[config.mk]
export PLATFORM = sky130hd
export DESIGN_NAME = multicycle_core_sequencer
export DESIGN_NICKNAME = d
export VERILOG_FILES = /design/src/rtl/multicycle_core_sequencer.sv
export SDC_FILE = /design/constraint.sdc
export NUM_CORES = 1
export LEC_CHECK = 0
export BUFFER_PORTS_ARGS = -buffer_cell sky130_fd_sc_hd__buf_2
export CAP_MARGIN = 20
export CORE_MARGIN = 10
export CORE_UTILIZATION = 47
export CTS_BUF_LIST = sky130_fd_sc_hd__clkbuf_4
export CTS_CLUSTER_SIZE = 20
export DETAILED_ROUTE_END_ITERATION = 10
export PLACE_DENSITY = 0.73
export SYNTH_ARGS = -nofsm -noshare
export SYNTH_HDL_FRONTEND = slang
export SYNTH_SLANG_ARGS = --single-unit
[constraint.sdc]
create_clock -name clk -period 2.31 [get_ports clk]
set_clock_uncertainty 0.15 [all_clocks]
set_input_delay 0.3465 -clock clk [delete_from_list [all_inputs] [get_ports clk]]
set_output_delay 0.3465 -clock clk [all_outputs]
set_load 0.02 [all_outputs]
[src/rtl/multicycle_core_sequencer.sv]
// -----------------------------------------------------------------------------
// multicycle_core_sequencer
//
// Main control FSM of the multicycle RV32I core. Every instruction walks
// through FETCH -> DECODE -> EXEC -> (MEM) -> (WB). The block drives the
// datapath enables and mux selects, hands the instruction class code
// (alu_option) to the ALU controller, talks to a variable-latency memory
// through a req/ready handshake, traps unsupported opcodes and counts
// retired instructions.
//
// Ports:
//   clk            core clock, rising edge
//   rst_n          asynchronous active-low reset
//   start          leaves IDLE (after reset when RESET_STATE_FETCH=0, or after a trap)
//   opcode         instr[6:0] from the instruction register, valid from DECODE on
//   branch_cond    ALU comparison result, 1 = branch taken (EXEC of branches)
//   mem_ready      memory completes the current request this cycle
//   mem_req        memory request, held until mem_ready
//   mem_we         1 = store, 0 = read
//   mem_addr_sel   0 = PC (fetch), 1 = ALU result (data access)
//   ir_write       latch fetched word into the instruction register
//   pc_write       update PC (asserted exactly when an instruction retires)
//   pc_src         00 = PC+4, 01 = PC+imm, 10 = ALU result & ~1 (JALR)
//   alu_src_a      00 = rs1, 01 = PC, 10 = zero
//   alu_src_b      0 = rs2, 1 = immediate
//   alu_option     instruction class code for the ALU controller
//   reg_write      register-file write enable
//   wb_sel         00 = ALU result, 01 = memory data, 10 = PC+4
//   illegal_instr  one-cycle pulse on an unsupported opcode
//   instret        retired-instruction count, wraps modulo 2^INSTRET_W
// -----------------------------------------------------------------------------
module multicycle_core_sequencer #(
   parameter bit RESET_STATE_FETCH = 1'b1,
   parameter int INSTRET_W         = 32
) (
   input  logic                 clk,
   input  logic                 rst_n,
   input  logic                 start,
   input  logic [6:0]           opcode,
   input  logic                 branch_cond,
   input  logic                 mem_ready,
   output logic                 mem_req,
   output logic                 mem_we,
   output logic                 mem_addr_sel,
   output logic                 ir_write,
   output logic                 pc_write,
   output logic [1:0]           pc_src,
   output logic [1:0]           alu_src_a,
   output logic                 alu_src_b,
   output logic [3:0]           alu_option,
   output logic                 reg_write,
   output logic [1:0]           wb_sel,
   output logic                 illegal_instr,
   output logic [INSTRET_W-1:0] instret
);

   typedef enum logic [2:0] {
      S_IDLE,
      S_FETCH,
      S_DECODE,
      S_EXEC,
      S_MEM,
      S_WB,
      S_TRAP
   } state_t;

   localparam logic [6:0] OPC_LD    = 7'b0000011;
   localparam logic [6:0] OPC_ST    = 7'b0100011;
   localparam logic [6:0] OPC_OPI   = 7'b0010011;
   localparam logic [6:0] OPC_OP    = 7'b0110011;
   localparam logic [6:0] OPC_LUI   = 7'b0110111;
   localparam logic [6:0] OPC_AUIPC = 7'b0010111;
   localparam logic [6:0] OPC_BR    = 7'b1100011;
   localparam logic [6:0] OPC_JAL   = 7'b1101111;
   localparam logic [6:0] OPC_JALR  = 7'b1100111;

   state_t               state_reg;
   logic [INSTRET_W-1:0] instret_reg;

   // opcode classification
   logic       is_ld, is_st, is_opi, is_op, is_lui, is_auipc, is_br, is_jal, is_jalr;
   logic       is_legal;
   logic [3:0] class_opt;

   always_comb begin
      is_ld    = (opcode == OPC_LD);
      is_st    = (opcode == OPC_ST);
      is_opi   = (opcode == OPC_OPI);
      is_op    = (opcode == OPC_OP);
      is_lui   = (opcode == OPC_LUI);
      is_auipc = (opcode == OPC_AUIPC);
      is_br    = (opcode == OPC_BR);
      is_jal   = (opcode == OPC_JAL);
      is_jalr  = (opcode == OPC_JALR);
      is_legal = is_ld | is_st | is_opi | is_op | is_lui | is_auipc |
                 is_br | is_jal | is_jalr;

      class_opt = 4'b0000;
      if (is_opi)            class_opt = 4'b0010;
      if (is_auipc)          class_opt = 4'b0011;
      if (is_st)             class_opt = 4'b0100;
      if (is_op)             class_opt = 4'b0110;
      if (is_lui)            class_opt = 4'b0111;
      if (is_br)             class_opt = 4'b1100;
      if (is_jal || is_jalr) class_opt = 4'b1101;
   end

   // Output decode, before reset gating
   logic       mem_req_c, mem_we_c, mem_addr_sel_c, ir_write_c, pc_write_c;
   logic [1:0] pc_src_c, alu_src_a_c, wb_sel_c;
   logic       alu_src_b_c, reg_write_c, illegal_c;
   logic [3:0] alu_option_c;

   always_comb begin
      mem_req_c      = 1'b0;
      mem_we_c       = 1'b0;
      mem_addr_sel_c = 1'b0;
      ir_write_c     = 1'b0;
      pc_write_c     = 1'b0;
      pc_src_c       = 2'b00;
      alu_src_a_c    = 2'b00;
      alu_src_b_c    = 1'b0;
      alu_option_c   = 4'b0000;
      reg_write_c    = 1'b0;
      wb_sel_c       = 2'b00;
      illegal_c      = 1'b0;

      case (state_reg)
         S_FETCH: begin
            mem_req_c  = 1'b1;
            ir_write_c = mem_ready;
         end
         S_EXEC: begin
            alu_option_c = class_opt;
            if (is_ld || is_st || is_opi || is_jalr) begin
               alu_src_b_c = 1'b1;
            end else if (is_auipc || is_jal) begin
               alu_src_a_c = 2'b01;
               alu_src_b_c = 1'b1;
            end else if (is_lui) begin
               alu_src_a_c = 2'b10;
               alu_src_b_c = 1'b1;
            end
            // branches resolve and retire here
            if (is_br) begin
               pc_write_c = 1'b1;
               pc_src_c   = branch_cond ? 2'b01 : 2'b00;
            end
         end
         S_MEM: begin
            mem_req_c      = 1'b1;
            mem_addr_sel_c = 1'b1;
            mem_we_c       = is_st;
            alu_option_c   = class_opt;
            // a store retires in the same cycle its write handshake completes
            if (is_st && mem_ready) begin
               pc_write_c = 1'b1;
            end
         end
         S_WB: begin
            reg_write_c  = 1'b1;
            pc_write_c   = 1'b1;
            alu_option_c = class_opt;
            if (is_ld)                 wb_sel_c = 2'b01;
            else if (is_jal || is_jalr) wb_sel_c = 2'b10;
            if (is_jal)       pc_src_c = 2'b01;
            else if (is_jalr) pc_src_c = 2'b10;
         end
         S_TRAP: begin
            illegal_c = 1'b1;
         end
         default: ;
      endcase
   end

   // Gate with rst_n so an in-flight request or write drops the instant
   // reset is asserted, without waiting for a clock edge.
   assign mem_req       = rst_n & mem_req_c;
   assign mem_we        = rst_n & mem_we_c;
   assign mem_addr_sel  = rst_n & mem_addr_sel_c;
   assign ir_write      = rst_n & ir_write_c;
   assign pc_write      = rst_n & pc_write_c;
   assign pc_src        = rst_n ? pc_src_c : 2'b00;
   assign alu_src_a     = rst_n ? alu_src_a_c : 2'b00;
   assign alu_src_b     = rst_n & alu_src_b_c;
   assign alu_option    = rst_n ? alu_option_c : 4'b0000;
   assign reg_write     = rst_n & reg_write_c;
   assign wb_sel        = rst_n ? wb_sel_c : 2'b00;
   assign illegal_instr = rst_n & illegal_c;
   assign instret       = instret_reg;

   // State sequencing and retire counting. pc_write_c is asserted exactly
   // on the retiring cycle of every instruction, so it doubles as the
   // retire strobe.
   always_ff @(posedge clk or negedge rst_n) begin
      if (!rst_n) begin
         state_reg   <= RESET_STATE_FETCH ? S_FETCH : S_IDLE;
         instret_reg <= '0;
      end else begin
         if (pc_write_c) begin
            instret_reg <= instret_reg + INSTRET_W'(1);
         end
         case (state_reg)
            S_IDLE:   if (start) state_reg <= S_FETCH;
            S_FETCH:  if (mem_ready) state_reg <= S_DECODE;
            S_DECODE: state_reg <= is_legal ? S_EXEC : S_TRAP;
            S_EXEC: begin
               if (is_ld || is_st) state_reg <= S_MEM;
               else if (is_br)     state_reg <= S_FETCH;
               else                state_reg <= S_WB;
            end
            S_MEM: begin
               if (mem_ready) state_reg <= is_st ? S_FETCH : S_WB;
            end
            S_WB:     state_reg <= S_FETCH;
            S_TRAP:   state_reg <= S_IDLE;
            default:  state_reg <= S_IDLE;
         endcase
      end
   end

endmodule

# After elaboration in Yosys (flattened, before gate mapping)
# Index checks and enable logic that the tools add are counted.
[word_totals]
wordCells = 92
output_inout_bits = 50
regBits = 35
in_bits = 12
[classes]
bitwise_logic = 16
n_mux = 45
n_addsub = 1
n_eq_ne = 18
reduce_logical = 10
[ops]
columns = ["cell", "n"]
rows = [
  ["adder 32 x 1 -> 32 bit, second input constant", 1],
  ["two-way mux 2 bit", 14],
  ["two-way mux 4 bit", 7],
  ["== test 7 x 6 -> 1 bit, second input constant", 3],
  ["== test 7 bit, second input constant", 3],
  ["two-way mux 3 bit", 7],
  ["one-hot mux 3 bit (6 select lines)", 1],
  ["== test 7 x 5 -> 1 bit, second input constant", 2],
  ["two-way mux 1 bit", 14],
  ["== test 3 bit, second input constant", 3],
  ["AND 1 bit", 8],
  ["bitwise OR 1 bit", 8],
  ["== test 7 x 2 -> 1 bit, second input constant", 1],
  ["== test 3 x 2 -> 1 bit, second input constant", 2],
  ["!= test 2 bit, second input constant", 3],
  ["logical OR 1 bit", 5],
  ["one-hot mux 2 bit (2 select lines)", 1],
  ["== test 3 x 1 -> 1 bit, second input constant", 1],
  ["logical NOT 3 bit", 1],
  ["one-hot mux 1 bit (3 select lines)", 1],
  ["AND reduction 3 bit", 1],
  ["OR reduction 3 bit", 1],
  ["OR reduction 2 bit", 1],
  ["logical AND 1 bit", 1],
]

# Depth between registers and ports, before layout
[depth]
word_depth = 11
depth_mapped = 7
mapped_depth_nobuf = 5

# Worst setup path after synthesis
# No wires, ideal clock.
[synth_timing]
kind = "reg2out"
from = "register state_reg[0]"
to = "output port pc_src[1]"
arrival_ns = 2.385
path_buffers = 1
setup_slack_ns = -0.572
required_ns = 1.814
stages_incl_launch_ff = 7
cell_sequence = "dfstp_2 > buf_2 > inv_1 > nor3_1 > nand2_1 > nor3_1 > nor2b_1"
[synth_between]
elab_chain_cells = 3
word_cells_on_any_way = 4
cone_classes = "eq/ne: 2; mux: 2"
[synth_lines]
columns = ["item", "line_no", "rtl"]
rows = [
  ["start: declaration", "77", "state_t state_reg;"],
  ["start signal: assignment", "197", "state_reg <= RESET_STATE_FETCH ? S_FETCH : S_IDLE;"],
  ["start signal: assignment", "206", "S_DECODE: state_reg <= is_legal ? S_EXEC : S_TRAP;"],
  ["start signal: assignment", "213", "if (mem_ready) state_reg <= is_st ? S_FETCH : S_WB;"],
  ["== test 3 bit / == test 3 x 2 -> 1 bit (equally long branches)", "128", "case (state_reg)"],
  ["one-hot mux 2 bit (2 select lines) *", "128", ""],
  ["two-way mux 2 bit *", "183", "assign pc_src = rst_n ? pc_src_c : 2'b00;"],
  ["end: declaration", "47", "output logic [1:0] pc_src,"],
]
# Every way passes the cells marked *; elsewhere a longest branch is shown, timed or not.

# Worst setup path after layout
[layout_timing]
from = "register state_reg[2]"
to = "output port alu_src_a[0]"
[layout_between]
elab_chain_cells = 3
[layout_lines]
columns = ["item", "line_no", "rtl"]
rows = [
  ["== test 3 x 2 -> 1 bit", "128", ""],
  ["two-way mux 2 bit", "128", ""],
  ["two-way mux 2 bit", "184", "assign alu_src_a = rst_n ? alu_src_a_c : 2'b00;"],
  ["end: declaration", "48", "output logic [1:0] alu_src_a,"],
]
# Every way passes these cells.

==> out/metrics.yaml <==
syn-num-nets: 231
io_pins: 62
clk_pin_slew_ps: 100
cp.arrival_ps: 1800
fin_total_pwr_mw: 1.96
ys.flop_type: "dfrtp_1"
slowest_delay_ps: 400
grt_max_degree: 33
status: "completed"
ys_top_cells_by_area: "dfrtp_1 40%, xor2_1 11%, nor3_1 3.7%"
syn-cell-area_um2: 2140
cp_max_fo: 4
dp_cells: 327
fp.coreArea_um2: 4380
antenna_found_initial: 0
fin_cells: 339
powerDensity_nw_per_um2: 719
initialDrtViolationCount: 63
io_buffers: 61
crit_type: "register to output pin"
synth_compound_area_frac: 0.0625
final_cell_mix: "58 x buf_2, 34 x dfrtp_1, 27 x xor2_1"
holdCritStartpoint: "start"
largest_reg_flops: 32
synth-seq-cells: 35
ys_seq_area_frac: 0.410
ir_worst_vdd_uv: 388
nets: 299
synthSimpleGateAreaFrac: 0.337
wl_per_cell_um: 15.5
async_flop_share: 1.00
area_growth_pct: 27.3
cts_num_sinks: 35
finalCritPeriodShare: 0.995
drv_cap: 0
post-dp-hpwl_um: 3970
final_cell_area_um2: 2730
hold_path_end: "state_reg[0]"
hold_ws_ps: 178
r2r-end: "instret[28]"
synth_largest_area_cell: "dfrtp_1"
synth_edf_count: 0
netlist_instances: 218
yosys.area_share.adder: 0.00584
via_per_inst: 5.43
finalCriticalPeriod_ps: 2300
slew_headroom: 0.621
die_w_um: 87.5
num_vias: 1841
cts_made_buffers: 5
crit_chain: "nand2b_2 > nor2_2 > buf_4 > nand2_1 > nor4_1 > buf_2"
diodes: 0
grt_pass1_wl_um: 8780
final_max_slew_viol_count: 0
ant_nets: 0
yosysUniqueCellTypes: 48
place_area_um2: 2530
dieHeight_um: 87.5
die_area_um2: 7650
cp_slowest_cell: "dfrtp_1"
tightest_slew_ps: 566
drt-total-wl_um: 5270
synth_top_family_by_area: "simple AND/OR/NAND/NOR gates"
drc_errors: 0
p_leak_nw: 1.43
synth-xor-area-share: 0.131
final-hold-violation-count: 0
rsz0062_at_grt: "yes"
drive_gt1_frac: 0.359
syn_area_per_cell_um2: 9.82
r2r_slack_ps: 150
synth_top_area_share: 0.397
gp_congestion: 0.856
layout_commonest_cell: "buf_2"
whs_path_depth: 3
start_util: 0.488
synth.mux.area_fraction: 0.00994
rows: 24
start_kind: "register"
grt_pass1_vias: 1926
endpoint_kind: "output pin"
cts_tree: "yes"
track_usage: 0.140
finalSetupViolCount: 0
clockBufferDepth: 2
htree_levels: 2
worstPathRequired_ps: 1810
r2r-start: "instret[8]"
hp-class: "input pin to register"
timing.fmax_mhz: 435
drtPass1Iterations: 4
yosys_warnings: 0
overflow: 0
ff2ff_path_depth: 5
root_buffer: "clkbuf_4"
clkLatencyLatePin_ps: 350
-- where the power goes --
part	total, mW	switching, mW	internal (mW)	leakage [nW]
logic	0.666	0.394	0.272	0.907
clock network	0.549	0.213	0.336	0.0514
registers	0.743	0.0705	0.673	0.467
-- Yosys cell counts (5+ instances only) --
library cell,instances
xor2_1,27
nand3_1,7
xnor2_1,5
buf_2,6
nor3b_1,7
nor4_1,6
nand4_1,8
nor2_1,16
a21oi_1,5
inv_1,8
dfrtp_1,34
nand2_1,18
nor3_1,16
-- worst max path at each step --
stage               slack, ps  depth (start not counted)             to         start
floorplan                -180                          5  alu_option[2]  state_reg[0]
global placement          180                          7    instret[19]     opcode[2]
detailed placement        140                          7    instret[16]     opcode[3]
CTS                        -4                          5  alu_option[2]  state_reg[2]
global route             -140                          7   alu_src_a[1]  state_reg[2]
finish                     10                          6   alu_src_a[0]  state_reg[2]
-- cells by family (layout without fill, tap and decap cells) --
group,count (synthesis),count (layout)
multiplexers,2,2
AND/OR/NAND/NOR,110,110
XOR/XNOR,32,32
AO/OA/AOI/OAI,19,19
flip-flops,35,35
adder cells (fa/ha/maj),1,1
buffers and inverters,19,88
-- stage by stage --
stage	setup TNS, ps	util	setup WS [ps]
3_3_place_gp	0	0.578	185
4_1_cts	-3.87	0.612	-3.87
3_5_place_dp	0	0.578	144
2_1_floorplan	-533	-	-181
6_report	0	0.622	10.9
5_1_grt	-533	0.622	-137
-- critical path: cells and delay by family (launching register included) --
| family | cells | cell delay (ps) |
|---|---|---|
| buffers and inverters | 2 | 360 |
| AND/OR/NAND/NOR | 4 | 690 |
| flip-flops | 1 | 400 |
-- what timing repair did --
action	in CTS	in global routing
hold endpoints to repair	3	0
cloned	0	0
setup buffers	1	1
hold buffers	2	0
pin swaps	0	1
endpoints found under the setup margin	8	6
gates resized for setup	5	11
-- cell type report --
type | count | area [um^2]
fill | 366 | 1660
multi-input combinational | 164 | 1230
sequential | 35 | 877
timing repair buffer | 72 | 420
clock inverter | 3 | 67.6
tap | 52 | 65.1
clock buffer | 5 | 37.5
inverter | 8 | 30.0
-- routing by layer --
layer	track usage	share of wire
met2	0.236	0.49
met3	0.0431	0.063
met4	0.0478	0.017
met5	0	0
met1	0.162	0.43
Power figures use the tool's default switching activity.
